File: src/rtl/fetch_pkg.sv
// fetch_pkg: shared types and opcode helpers for the instruction fetch stage.
package fetch_pkg;

    typedef enum logic [1:0] {
        S_RVEC,
        S_RUN,
        S_IVEC
    } fetch_state_t;

    localparam logic [7:0] NOP_INSTR = 8'h00;
    localparam logic [3:0] LONG_OPC  = 4'hC;

    function automatic logic is_long(input logic [7:0] instr);
        return instr[7:4] == LONG_OPC;
    endfunction

endpackage

File: src/rtl/fetch_unit.sv
// fetch_unit: PC, reset/interrupt vector sequencing and 1/2-byte instruction sizing for the IF stage.
// Interrupt entry (irq_pend, S_IVEC, IRQ_VEC) exists only when FETCH_IRQ_EN is defined.
module fetch_unit
    import fetch_pkg::*;
#(
    parameter logic [7:0] RST_VEC = 8'h00,
    parameter logic [7:0] IRQ_VEC = 8'h01
) (
    input  logic       clk,
    input  logic       rst,
    input  logic       stall,
    input  logic       branch_taken,
    input  logic [7:0] branch_target,
    input  logic       interrupt,
    output logic [7:0] imem_addr0,
    input  logic [7:0] imem_data0,
    output logic [7:0] imem_addr1,
    input  logic [7:0] imem_data1,
    output logic [7:0] pc_plus1_if,
    output logic [7:0] instr_if,
    output logic [7:0] imm_if,
    output logic       interrupt_if
);

    fetch_state_t state_q, state_d;
    logic [7:0]   pc_q, pc_d;
    logic         irq_pend_q, irq_pend_d;
    logic         run, long_instr, take_irq;
    logic [7:0]   pc_seq;

    assign run        = state_q == S_RUN;
    assign long_instr = is_long(imem_data0);
    assign pc_seq     = pc_q + (long_instr ? 8'd2 : 8'd1);

`ifdef FETCH_IRQ_EN
    // The marker only goes out on a cycle that would otherwise advance the PC.
    assign take_irq   = run && irq_pend_q && !branch_taken && !stall;
    assign imem_addr0 = state_q == S_RVEC ? RST_VEC : state_q == S_IVEC ? IRQ_VEC : pc_q;
`else
    logic [8:0] unused_irq;
    assign unused_irq = {interrupt, IRQ_VEC};
    assign take_irq   = 1'b0;
    assign imem_addr0 = run ? pc_q : RST_VEC;
`endif

    assign imem_addr1   = pc_q + 8'd1;
    assign instr_if     = (run && !branch_taken && !take_irq) ? imem_data0 : NOP_INSTR;
    assign imm_if       = (run && !take_irq && long_instr) ? imem_data1 : 8'h00;
    assign pc_plus1_if  = (run && !take_irq) ? pc_seq : pc_q;
    assign interrupt_if = take_irq;

    always_comb begin
        state_d    = state_q;
        pc_d       = pc_q;
        irq_pend_d = irq_pend_q;
        case (state_q)
            S_RVEC: begin
                pc_d    = imem_data0;
                state_d = S_RUN;
            end
            S_RUN: begin
                if (branch_taken) begin
                    pc_d = branch_target;
                end else if (take_irq) begin
                    irq_pend_d = 1'b0;
                    state_d    = S_IVEC;
                end else if (!stall) begin
                    pc_d = pc_seq;
                end
            end
`ifdef FETCH_IRQ_EN
            S_IVEC: begin
                // A redirect aborts the vector fetch; the request is retried later.
                state_d    = S_RUN;
                pc_d       = branch_taken ? branch_target : imem_data0;
                irq_pend_d = irq_pend_q | branch_taken;
            end
`endif
            default: state_d = S_RVEC;
        endcase
`ifdef FETCH_IRQ_EN
        irq_pend_d = irq_pend_d | interrupt;
`else
        irq_pend_d = 1'b0;
`endif
    end

    always_ff @(posedge clk) begin
        if (rst) begin
            state_q    <= S_RVEC;
            pc_q       <= 8'h00;
            irq_pend_q <= 1'b0;
        end else begin
            state_q    <= state_d;
            pc_q       <= pc_d;
            irq_pend_q <= irq_pend_d;
        end
    end

endmodule

File: config.mk
export PLATFORM = sky130hd
export DESIGN_NAME = fetch_unit
export DESIGN_NICKNAME = d
export VERILOG_FILES = /design/src/rtl/fetch_pkg.sv /design/src/rtl/fetch_unit.sv
export SDC_FILE = /design/constraint.sdc
export NUM_CORES = 1
export LEC_CHECK = 0
export BUFFER_PORTS_ARGS = -buffer_cell sky130_fd_sc_hd__buf_2
export CAP_MARGIN = 15
export CORE_UTILIZATION = 35
export CTS_BUF_LIST = sky130_fd_sc_hd__clkbuf_4 sky130_fd_sc_hd__clkbuf_8 sky130_fd_sc_hd__clkbuf_16
export DETAILED_ROUTE_END_ITERATION = 10
export HOLD_SLACK_MARGIN = 0.15
export PLACE_DENSITY_LB_ADDON = 0.3
export SYNTH_ARGS = -nofsm -noshare
export SYNTH_HDL_FRONTEND = slang
export SYNTH_SLANG_ARGS = --single-unit
File: constraint.sdc
create_clock -name clk -period 3.25 [get_ports clk]
set_input_delay 0.65 -clock clk [delete_from_list [all_inputs] [get_ports clk]]
set_output_delay 0.65 -clock clk [all_outputs]
set_load 0.02 [all_outputs]
---- Yosys cells after proc, flatten, opt, wreduce, memory -nomap -nowiden ----
Cells that the tools add are included.
storage, ports and cells
  bits in registers ....................... 10
  latch bits .............................. 0
  memory bits (writable) .................. 0
  memory bits (read-only) ................. 0
  input bits .............................. 29
  output and inout port bits .............. 41
  logic and storage cells ................. 22
  memories kept ........................... 0
operators by class
  add/subtract/negate cells ............... 2
  multiply operators ...................... 0
  divide/modulo/power cells ............... 0
  order comparisons ....................... 0
  eq/ne operators ......................... 3
  shift-type cells ........................ 0
  muxes and demuxes ....................... 9
  bitwise operators ....................... 0
  reductions and logical operators ........ 6
operator list
  kind                   count
  $mux W8                6
  $pmux W8 S2            1
  $add A8 B1 Y8 const B  1
  $add A8 B2 Y8          1
  $eq A4 B4 Y1 const B   1
  $pmux W2 S2            1
  $ne A3 B3 Y1 const B   1
  $eq A2 B1 Y1 const B   1
  $logic_and A1 B1 Y1    2
  $logic_not A2 Y1       1
  $mux W2                1
  $reduce_and A2 Y1      1
  $reduce_bool A2 Y1     1
  $logic_not A1 Y1       1

---- Longest topological paths before layout ----
  depth in word-level cells ............... 6
  mapped depth ............................ 10
  gate-level depth less buffers ........... 8

---- Worst setup path before layout ----
No wires, ideal clock.
  kind .................................... input -> output
  from .................................... input port imem_data0[5]
  to ...................................... output port pc_plus1_if[4]
  arrival time ............................ 2.266 ns
  required time ........................... 2.600 ns
  path slack .............................. 0.334 ns
  stages .................................. 9
  path buffers ............................ 2
  cells stage by stage .................... and4bb_1 -> buf_6 -> buf_2 -> inv_1 -> ha_1 -> ha_1 -> a21o_1 -> nand3_1 -> xnor2_1
on the way
  word-level cells in the longest chain between the ends .. 4
RTL lines
  what           RTL line          RTL
  from (decl)    fetch_unit.sv:16  input logic [7:0] imem_data0,
  $eq A4 B4 Y1   fetch_pkg.sv:14   return instr[7:4] == LONG_OPC;
  $mux W2        fetch_unit.sv:33  assign pc_seq = pc_q + (long_instr ? 8'd2 : 8'd1);
  $add A8 B2 Y8  fetch_unit.sv:33
  $mux W8        fetch_unit.sv:49  assign pc_plus1_if = (run && !take_irq) ? pc_seq : pc_q;
  to (decl)      fetch_unit.sv:19  output logic [7:0] pc_plus1_if,
No other way between the ends.

---- Final worst setup path ----
Ends and elaborated chain as after synthesis.

==> results <==
- In this run switching power makes up 40.6% of total power.
- The total core area is 0.00308 mm^2.
- Dividing the final minimum period by the clock period gives 91.1%.
- Synthesis handed over a netlist of 165 instances.
- In the final routing, the length of wire on met1 measures 1.55 mm.
- The pre-antenna-repair detailed-routing pass consisted of 4 iterations.
- The share of final-layout standard cells stronger than drive strength 1 is 34.5%.
- The run finished with clean final reports.
- The total number of vias is 1,368.
- For this run, the leading register cell type out of synthesis is sky130_fd_sc_hd__dfxtp_1.
- At the pin with the least slew margin, the transition time is 605 ps.
- In this run the critical register-to-register path is captured at pc_q[4].
- Counting every net in the synthesized netlist gives 197.
- By area, the combinational part of the netlist is dominated by simple AND/OR/NAND/NOR gates.
- The met3 wire length is 232 um.
- Traced cell by cell, the critical path runs through buf_2, and4bb_1, inv_1, ha_1, ha_1, a21o_1, nand3_1, xnor2_1, buf_2.
- The endpoint of the worst hold path is pc_q[6].
- After global routing the overflow that remains totals 0.
- The share of flip-flops with an asynchronous set or reset after synthesis is 0%.
- By startpoint and endpoint, the worst setup path is classified as input port to output port.
- The number of gates resized after cts is 0.
- The die extent in y is 59.0 um.
- The via count of the first global-routing pass was 1,211.
- The weighted congestion reported at the end of routability-driven placement is 0.837.
- The most common cell in the synthesized netlist is sky130_fd_sc_hd__and2_1.
- Setup repair after global routing left no endpoint under its margin.
- By count the netlist is led by sky130_fd_sc_hd__and2_1, sky130_fd_sc_hd__nor2_1, sky130_fd_sc_hd__and3_1.
- After detailed routing, the number of remaining DRC violations is 0.
- The total global-route track usage is 18.5%.
- At the later pin of the worst-skew pair, clock insertion delay measures 260 ps.
- The biggest fanout along the worst timing path is 6.
- The worst register-to-register path begins at state_q[0].
- For this run, the top clock speed supported by timing is 338 MHz.
- The xor-xnor portion of the synthesized cell area is 10.0%.
- The global-route wire length before repair is 5.02 mm.
- The critical path capture point type is an output port.
- The floorplan has 20 rows.
- In this run the number of H-tree levels came out at 1.
- The worst reg-to-reg path cell count is 4.
- The starting density of the core is 37.0%.
- The floorplan die area is 0.00348 mm^2.
- After Yosys synthesis, full adders, half adders and majority gates account for 4.29% of the synthesized area.
- The setup total negative slack is 0 ps.
- The number of cells on the worst hold path is 2.
- The max-slew violation total from the final report is 0.
- The required time reported for the critical path endpoint is 2600 ps.
- The layout has 345 filler cells.
- The share of total power in the clock network is 24.3%.
- The cell leakage power is 0.000817 uW.
- The type of element launching the critical path is an input port.
- On the critical path the largest part of the delay comes from adder cells.
- The clock slew at the register clock pins of the worst setup and hold paths is 70 ps.
- The multi-input combinational cells in the finished layout cover a total of 856 um^2.
- The initial antenna violation count was 0.
- Summed over all nets, the half-perimeter wirelength after detailed placement is 2.41 mm.
- The proportion of power drawn by flip-flops and latches is 34.5%.
- Setup violations remaining at the end of the flow were counted as 0.
- The count of pins on the block boundary is 70.
- The area growth from synthesis to layout is 31.0%.
- The area fraction in and, or, nand and nor cells after synthesis is 39.5%.
- The number of enable-type register cells in the synthesized netlist is 0.
- Synthesis instantiated 43 different standard cells from the library.
- The worst supply voltage drop on vdd is 0.000112 V.
- The tightest min-delay check is of the flip-flop to flip-flop type.
- No sink is reached through more buffers than the 2 on the longest clock path.
- Dividing total power by cell area gives a power density of 279 mW/mm^2.
- The synthesized cell area is 0.00114 mm^2.
- The number of endpoints with negative hold slack in the final report is 0.
- The post-CTS setup-driven buffer insertion count is 0.
- The length of routed met2 wiring is 1.40 mm.
- The number of buffer and inverter stages on the critical path is 3.
- The pin count of the biggest net entering global routing is 21.
- The sink count of the clock tree is 9.
- The average wire per cell in the routed design is 12.1 um.
- TritonCTS built the clock tree.
- Of the post-synthesis cell area, the part taken by muxes is 1.87%.
- For this run, the post-layout net count is 253.
- The yosys synthesis warning count is 0.
- After layout, the minimum clock period comes to 2960 ps.
- The cell at the slowest stage of the critical path is sky130_fd_sc_hd__and4bb_1.
- sky130_fd_sc_hd__dfxtp_1 takes more of the synthesized area than any other cell.
- Buffers inserted during clock tree synthesis total 3.
- The number of max-cap violations is 0.
- The flip-flop and latch count after synthesis is 9.
- In the final layout, flip-flops and latches occupy 180 um^2.
- The synthesized design devotes to its leading area cell type 15.8% of total area.
- The die width is 59.0 um.
- The tightest slew margin relative to the limit is 59.6%.
- Once detail routing completed, the nets flagged for antenna violations numbered 0.
- The startpoint of the worst hold path is pc_q[6].
- For this design the total switching power over the nets is 169 uW.
- After synthesis, the cell types taking the most area are sky130_fd_sc_hd__dfxtp_1, sky130_fd_sc_hd__and2_1, sky130_fd_sc_hd__xnor2_1.
- On the worst path, the slowest cell contributes a delay of 330 ps.
- For this design, the CTS-stage hold fixing added 0 buffers.
- Dividing the detail-routed via count by the number of cells gives 5.18.
- The compound-gate portion of the synthesized area is 19.3%.
- The share of the core filled with cells in the final layout is 48.4%.
- Internal power comes to 246 uW.
- Routed signal wires occupy layers up through met4.
- The clock skew after layout is 4.16 ps.
- The final antenna diode count is 0.
- Sequential cells were found to cover 15.8% of the synthesized design area.
- The final routed wirelength across all metal layers is 3.19 mm.
- The master cell of the clock root buffer is sky130_fd_sc_hd__clkbuf_4.
- The arrival time reported for the critical path endpoint is 2310 ps.
- The internal reg-to-reg setup slack is 1110 ps.
- The violation count after the first detailed-route iteration is 60.
- During placement, the flow inserted port buffers numbering 67.
- After synthesis, the mean cell area works out to 6.89 um^2.
- In this run, the combinational gates consume 41.2% of the power.
[kinds of logic (layout without fill, tap and decap cells)]
kind of cell,Yosys count,in the layout
other,1,1
AOI/OAI and AO/OA,31,31
xor gates and xnor gates,13,13
muxes,2,2
DFF,9,9
buffers and inverters,23,78
adders and majority gates,4,4
and+or+nand+nor,82,82
[cell type report]
class,instances,area share [%]
tap,44,3.69
clock buffer,4,2.02
multi-input combinational,133,57.4
sequential,9,12.1
timing repair buffer,69,23.5
inverter,5,1.26
[worst max-delay path by stage]
stage | from | end | slack, ps | cells after the start
2_1_floorplan | imem_data0[5] | pc_plus1_if[4] | 330 | 9
5_1_grt | imem_data0[5] | pc_plus1_if[6] | 150 | 9
3_3_place_gp | imem_data0[5] | pc_plus1_if[4] | 300 | 9
3_5_place_dp | imem_data0[5] | pc_plus1_if[4] | 300 | 9
6_report | imem_data0[5] | pc_plus1_if[4] | 290 | 9
4_1_cts | imem_data0[5] | pc_plus1_if[4] | 300 | 9
[state kept, by name (all words and copies together), names as in the netlist]
signal   flops
pc_q         8
state_q      1
[per-layer routing]
metal / up-vias / track usage, %
li1: 687 / -
met1: 612 / 23.7
met2: 67 / 31.7
met3: 2 / 2.62
met4: 0 / 6.46
met5: - / 0
[power groups by stage]
stage          registers, uW  clock network (uW)  logic, uW
6_report                 143                 101        171
3_5_place_dp             146                   0        171
5_1_grt                  146                 111        186
2_1_floorplan            127                   0        133
3_3_place_gp             146                   0        169
4_1_cts                  143                 102        171
[worst register-to-register path, delay by kind of cell (launching register included)]
family | cells | cell delay (ps)
flops | 1 | 640
simple gates | 4 | 1400
[stage by stage]
step | total power, uW | worst slack, ps | hold slack (ps) | cell area (um^2) | cells
6_report | 415 | 289 | 581 | 1490 | 264
5_1_grt | 443 | 153 | 629 | 1490 | 264
4_1_cts | 416 | 298 | 585 | 1490 | 264
3_5_place_dp | 316 | 302 | 573 | 1460 | 260
3_3_place_gp | 315 | 303 | 568 | 1460 | 260
2_1_floorplan | 260 | 334 | 544 | 1140 | 165
[cell usage in the layout (no fill, tap or decap), types with 4 or more instances in the layout]
cell and count:
sky130_fd_sc_hd__buf_2 67, sky130_fd_sc_hd__and2_1 17, sky130_fd_sc_hd__nor2_1 16, sky130_fd_sc_hd__and3_1 15, sky130_fd_sc_hd__nand2_1 12, sky130_fd_sc_hd__xnor2_1 11
sky130_fd_sc_hd__dfxtp_1 9, sky130_fd_sc_hd__a21oi_1 8, sky130_fd_sc_hd__nand3_1 7, sky130_fd_sc_hd__inv_1 5, sky130_fd_sc_hd__nor3_1 4, sky130_fd_sc_hd__a211oi_1 4
sky130_fd_sc_hd__clkbuf_4 4
Power figures use the tool's default switching activity.
